===== src/rtl/mem_arb2_pkg.sv =====
// Shared types and constants for the two-master memory bus arbiter.
package mem_arb2_pkg;

  typedef enum logic {
    IDLE = 1'b0,
    BUSY = 1'b1
  } state_t;

  localparam logic OWNER_M0 = 1'b0;
  localparam logic OWNER_M1 = 1'b1;

  localparam logic [31:0] TIMEOUT_RDATA = 32'hDEADBEEF;

endpackage


===== src/rtl/mem_arb2_rr.sv =====
// Two-way round-robin picker: a lone requester wins; on contention the
// master that did not own the bus last wins.
module mem_arb2_rr
  import mem_arb2_pkg::*;
(
  input  logic [1:0] req,
  input  logic       last_owner,
  output logic       gnt_valid,
  output logic       gnt_idx
);

  // Select the winning requester index.
  always_comb begin
    gnt_valid = |req;
    case (req)
      2'b01:   gnt_idx = OWNER_M0;
      2'b10:   gnt_idx = OWNER_M1;
      2'b11:   gnt_idx = ~last_owner;
      default: gnt_idx = OWNER_M0;
    endcase
  end

endmodule


===== src/rtl/mem_arb2.sv =====
// Round-robin arbiter sharing one native-bus slave between two masters.
// Optional slave-response watchdog enabled by defining MEM_ARB2_TIMEOUT_EN.
module mem_arb2
  import mem_arb2_pkg::*;
#(
  parameter int ADDR_W         = 32,
  parameter int DATA_W         = 32,
  parameter int TIMEOUT_CYCLES = 255
) (
  input  logic                clk,
  input  logic                reset,
  input  logic                m0_valid,
  input  logic                m0_instr,
  input  logic [ADDR_W-1:0]   m0_addr,
  input  logic [DATA_W-1:0]   m0_wdata,
  input  logic [DATA_W/8-1:0] m0_wstrb,
  output logic                m0_ready,
  input  logic                m1_valid,
  input  logic                m1_instr,
  input  logic [ADDR_W-1:0]   m1_addr,
  input  logic [DATA_W-1:0]   m1_wdata,
  input  logic [DATA_W/8-1:0] m1_wstrb,
  output logic                m1_ready,
  output logic [DATA_W-1:0]   m_rdata,
  output logic                s_valid,
  output logic                s_instr,
  output logic [ADDR_W-1:0]   s_addr,
  output logic [DATA_W-1:0]   s_wdata,
  output logic [DATA_W/8-1:0] s_wstrb,
  input  logic                s_ready,
  input  logic [DATA_W-1:0]   s_rdata,
  output logic [1:0]          grant
`ifdef MEM_ARB2_TIMEOUT_EN
  ,
  output logic                timeout_err
`endif
);

  state_t state_r;
  logic   owner_r;
  logic   last_owner_r;
  logic   gnt_valid_s;
  logic   gnt_idx_s;
  logic   busy_s;
  logic   to_hit_s;
  logic   done_s;

  mem_arb2_rr u_rr (
    .req        ({m1_valid, m0_valid}),
    .last_owner (last_owner_r),
    .gnt_valid  (gnt_valid_s),
    .gnt_idx    (gnt_idx_s)
  );

  assign busy_s = (state_r == BUSY);
  assign done_s = busy_s && (s_ready || to_hit_s);

`ifdef MEM_ARB2_TIMEOUT_EN
  localparam int CNT_W = 16;
  logic [CNT_W-1:0] cnt_r;

  // The arbiter completes the transaction itself only when the slave stays silent.
  assign to_hit_s = busy_s && !s_ready && (cnt_r == CNT_W'(TIMEOUT_CYCLES));

  // Count BUSY cycles without a slave response; the error flag is sticky until reset.
  always_ff @(posedge clk) begin
    if (reset) begin
      cnt_r       <= {CNT_W{1'b0}};
      timeout_err <= 1'b0;
    end else begin
      if (!busy_s) begin
        cnt_r <= {CNT_W{1'b0}};
      end else if (!s_ready && !to_hit_s) begin
        cnt_r <= cnt_r + CNT_W'(1);
      end
      if (to_hit_s) begin
        timeout_err <= 1'b1;
      end
    end
  end
`else
  assign to_hit_s = 1'b0;
`endif

  // Transaction FSM: latch the winner's request, hold it until completion.
  always_ff @(posedge clk) begin
    if (reset) begin
      state_r      <= IDLE;
      owner_r      <= OWNER_M0;
      last_owner_r <= OWNER_M1;
      s_valid      <= 1'b0;
      s_instr      <= 1'b0;
      s_addr       <= {ADDR_W{1'b0}};
      s_wdata      <= {DATA_W{1'b0}};
      s_wstrb      <= {(DATA_W/8){1'b0}};
      grant        <= 2'b00;
    end else begin
      case (state_r)
        IDLE: begin
          if (gnt_valid_s) begin
            state_r <= BUSY;
            owner_r <= gnt_idx_s;
            s_valid <= 1'b1;
            if (gnt_idx_s == OWNER_M1) begin
              grant   <= 2'b10;
              s_instr <= m1_instr;
              s_addr  <= m1_addr;
              s_wdata <= m1_wdata;
              s_wstrb <= m1_wstrb;
            end else begin
              grant   <= 2'b01;
              s_instr <= m0_instr;
              s_addr  <= m0_addr;
              s_wdata <= m0_wdata;
              s_wstrb <= m0_wstrb;
            end
          end
        end
        BUSY: begin
          if (done_s) begin
            state_r      <= IDLE;
            s_valid      <= 1'b0;
            grant        <= 2'b00;
            last_owner_r <= owner_r;
          end
        end
        default: begin
          state_r <= IDLE;
          s_valid <= 1'b0;
          grant   <= 2'b00;
        end
      endcase
    end
  end

  // Completion pulse to the owner only; read data is a straight broadcast.
  always_comb begin
    m0_ready = 1'b0;
    m1_ready = 1'b0;
    if (done_s) begin
      if (owner_r == OWNER_M1) begin
        m1_ready = 1'b1;
      end else begin
        m0_ready = 1'b1;
      end
    end else begin
      m0_ready = 1'b0;
      m1_ready = 1'b0;
    end
    if (to_hit_s) begin
      m_rdata = DATA_W'(TIMEOUT_RDATA);
    end else begin
      m_rdata = s_rdata;
    end
  end

endmodule


===== config.mk =====
export PLATFORM = sky130hd
export DESIGN_NAME = mem_arb2
export DESIGN_NICKNAME = d
export VERILOG_FILES = /design/src/rtl/mem_arb2_pkg.sv /design/src/rtl/mem_arb2_rr.sv /design/src/rtl/mem_arb2.sv
export SDC_FILE = /design/constraint.sdc
export NUM_CORES = 1
export LEC_CHECK = 0
export BUFFER_PORTS_ARGS = -buffer_cell sky130_fd_sc_hd__clkbuf_2
export CAP_MARGIN = 0
export CORE_ASPECT_RATIO = 0.8
export CORE_MARGIN = 4
export CORE_UTILIZATION = 35
export DETAILED_ROUTE_END_ITERATION = 8
export PLACE_DENSITY = 0.85
export SLEW_MARGIN = 20
export SYNTH_ARGS = -nofsm -noshare
export SYNTH_HDL_FRONTEND = slang
export SYNTH_SLANG_ARGS = --single-unit

===== constraint.sdc =====
create_clock -name clk -period 1.45 [get_ports clk]
set_input_delay 0.2175 -clock clk [delete_from_list [all_inputs] [get_ports clk]]
set_output_delay 0.2175 -clock clk [all_outputs]
set_load 0.1 [all_outputs]

==> results.yml <==
status:
  status: "finished clean"
grt:
  grt_pass1_wl_um: 16400
  grt_overflow: 0
  grt.met2_usage: 0.299
  top_usage_layer: "met2"
  first_global_vias: 3366
  grt_use_met3: 0.0646
  antenna_found_initial: 0
  track_usage: 0.177
  grt_max_degree: 56
  grt_util_met1: 0.208
sta:
  clock_skew_ns: 0.00560
  finalHoldViolations: 0
  tns_ns: 0
  slew_viol_final: 0
  hold-worst-slack_ns: 0.116
  rsz0062_at_grt: "false"
  finalCritPeriodShare: 0.936
  slew_headroom: 0.627
  fin_crit_ns: 1.36
  setup_viol: 0
  fmax_ghz: 0.737
  worst_pin_slew_ns: 0.562
synthesis:
  synth_seq_cells: 75
  ys_seq_area_frac: 0.437
  synth_compound_area_frac: 0.273
  synth-simple-area-share: 0.164
  synth_adder_area_share: 0
  syn_area_per_cell_um2: 7.76
  synth_top_area_share: 0.437
  synth.distinct_cells: 17
  synthCells: 442
  synth_top_family_by_area: "compound AO/OA/AOI/OAI gates"
  synth_area_leaders: "dfxtp_1, a211oi_1, a21oi_1, nand2_1, nor2_1"
  synth_area_mm2: 0.00343
  yosys_warnings: 0
  synthMuxAreaShare: 0
  yosysTopAreaCell: "dfxtp_1"
  synth_fp_nets: 617
  synth_xor_area_frac: 0
hold_path:
  hold_class: "in -> reg"
worst_setup_path:
  cp-start-kind: "flip-flop"
  path_cells: "clkbuf_2"
  end_kind: "output pin"
  max_stage_delay_ns: 0.47
  critical_path.slowest_cell: "clkbuf_2"
  path_buf_inv: 1
  worstPathMaxFanout: 2
  required_ns: 1.23
  critPathTopFamily: "buffers and inverters"
  arrival_ns: 1.14
  crit_type: "reg -> out"
clock_tree:
  clock_sinks: 75
  clock-root-buffer: "clkbuf_16"
  clock_latency_ns: 0.32
  clk_path_buf_depth: 2
  cts_tree: "built"
  htreeDepth: 3
  path_clk_slew_ns: 0.06
  cts_buffers: 9
  cts_hold_buf: 0
power_and_ir_drop:
  peakVddDrop_mv: 1.01
  power_density_mw_per_mm2: 1590
  p_leak_nw: 2.42
routing:
  firstDrtPassIters: 4
  drc_errors: 0
  routedWlPerCell_um: 14.5
  vias: 3734
  drtIter0Drc: 177
  wl_um: 10600
  vias_per_cell: 5.09
  ant_nets: 0
finish:
  drive_gt1_frac: 0.409
  fin_cells: 733
  nets: 785
  antenna_cells: 0
  area_growth_pct: 41.5
  finalInstanceArea_mm2: 0.00486
placed_design:
  io_buffers: 216
  dp_hpwl_um: 7870
  gp_congestion: 0.791
  placed_area_mm2: 0.00449
  dp_cells: 718
die:
  start_util: 0.357
  ioPinCount: 281
  coreArea_mm2: 0.00961
  die_x_um: 119
  num_rows: 32
  die-area_mm2: 0.0115
  die_h_um: 96.6
job:
  drv_cap: 0
[metal layers]
metal	up-vias	wire, um	share of wire
met5	-	0	0
met4	0	248	0.023
met3	30	907	0.085
met2	177	5180	0.49
met1	1698	4290	0.40
li1	1829	-	-
[worst paths after layout]
| kind | from | to | slack, ns | cells after the start |
|---|---|---|---|---|
| worst max-delay path | s_wstrb[1] | s_wstrb[1] | 0.09 | 1 |
| worst min-delay path | m0_wdata[7] | s_wdata[7] | 0.12 | 3 |
| worst max register to register | last_owner_r | s_wdata[18] | 0.14 | 4 |
| worst min register to register | grant[0] | grant[0] | 0.47 | 2 |
[cell type report]
type / instances / area (um2)
timing repair buffer: 228 / 1310
clock buffer: 10 / 239
sequential: 75 / 1500
clock inverter: 5 / 125
tap: 119 / 149
fill: 930 / 4750
multi-input combinational: 296 / 1530
[flip-flops by register name (all words and copies together), names as in the netlist]
name,cells
busy_s,1
grant,2
last_owner_r,1
owner_r,1
s_addr,32
s_instr,1
s_valid,1
s_wdata,32
s_wstrb,4
[per-stage QoR]
stage | utilization | setup slack [ns] | total power, mW
detailed placement | 0.467 | 0.0829 | 5.08
CTS | 0.505 | -0.00433 | 7.81
global placement | 0.467 | 0.149 | 5.07
floorplan | - | 0.0292 | 4.87
global route | 0.505 | 0.0141 | 8.05
finish | 0.505 | 0.0924 | 7.72
[Yosys cell counts]
cell and instances:
a21oi_1 73, nor3_1 1, and3_1 1, buf_4 33
a211o_1 1, o21bai_1 1, nor2_1 71, o21ba_2 1
a211oi_1 70, nand2b_1 1, clkbuf_1 8, a21bo_2 1
buf_2 30, dfxtp_1 75, nand2_1 72, nand3_1 2
a21boi_2 1
[what timing repair did]
item,CTS,global route
gates cloned,0,0
setup buffers,0,0
setup endpoints to repair,1,3
gates resized for setup,1,2
pin swaps,0,0
[report_power, final]
group	leakage [nW]	internal [mW]	total, mW	switching [mW]
registers	0.623	2.27	2.38	0.111
clock network	0.179	1.89	2.69	0.805
logic	1.62	0.580	2.64	2.06
[cell families (layout without fill, tap and decap cells)]
logic type             after synthesis  count (layout)
DFF                                 75              75
buffers and inverters               71             243
and+or+nand+nor                    148             148
AOI/OAI and AO/OA                  148             148
[cell usage in the layout, fill, tap and decap left out, drive strengths merged]
cell type  count
nand2b         1
nand2         72
a211o          1
bufinv         4
o21bai         1
nor2          71
a211oi        70
buf           22
clkinv         1
clkbuf       216
and3           1
a21bo          1
a21boi         1
a21oi         73
dfxtp         75
o21ba          1
nand3          2
nor3           1
No activity file was read; power rests on OpenSTA's default activity.
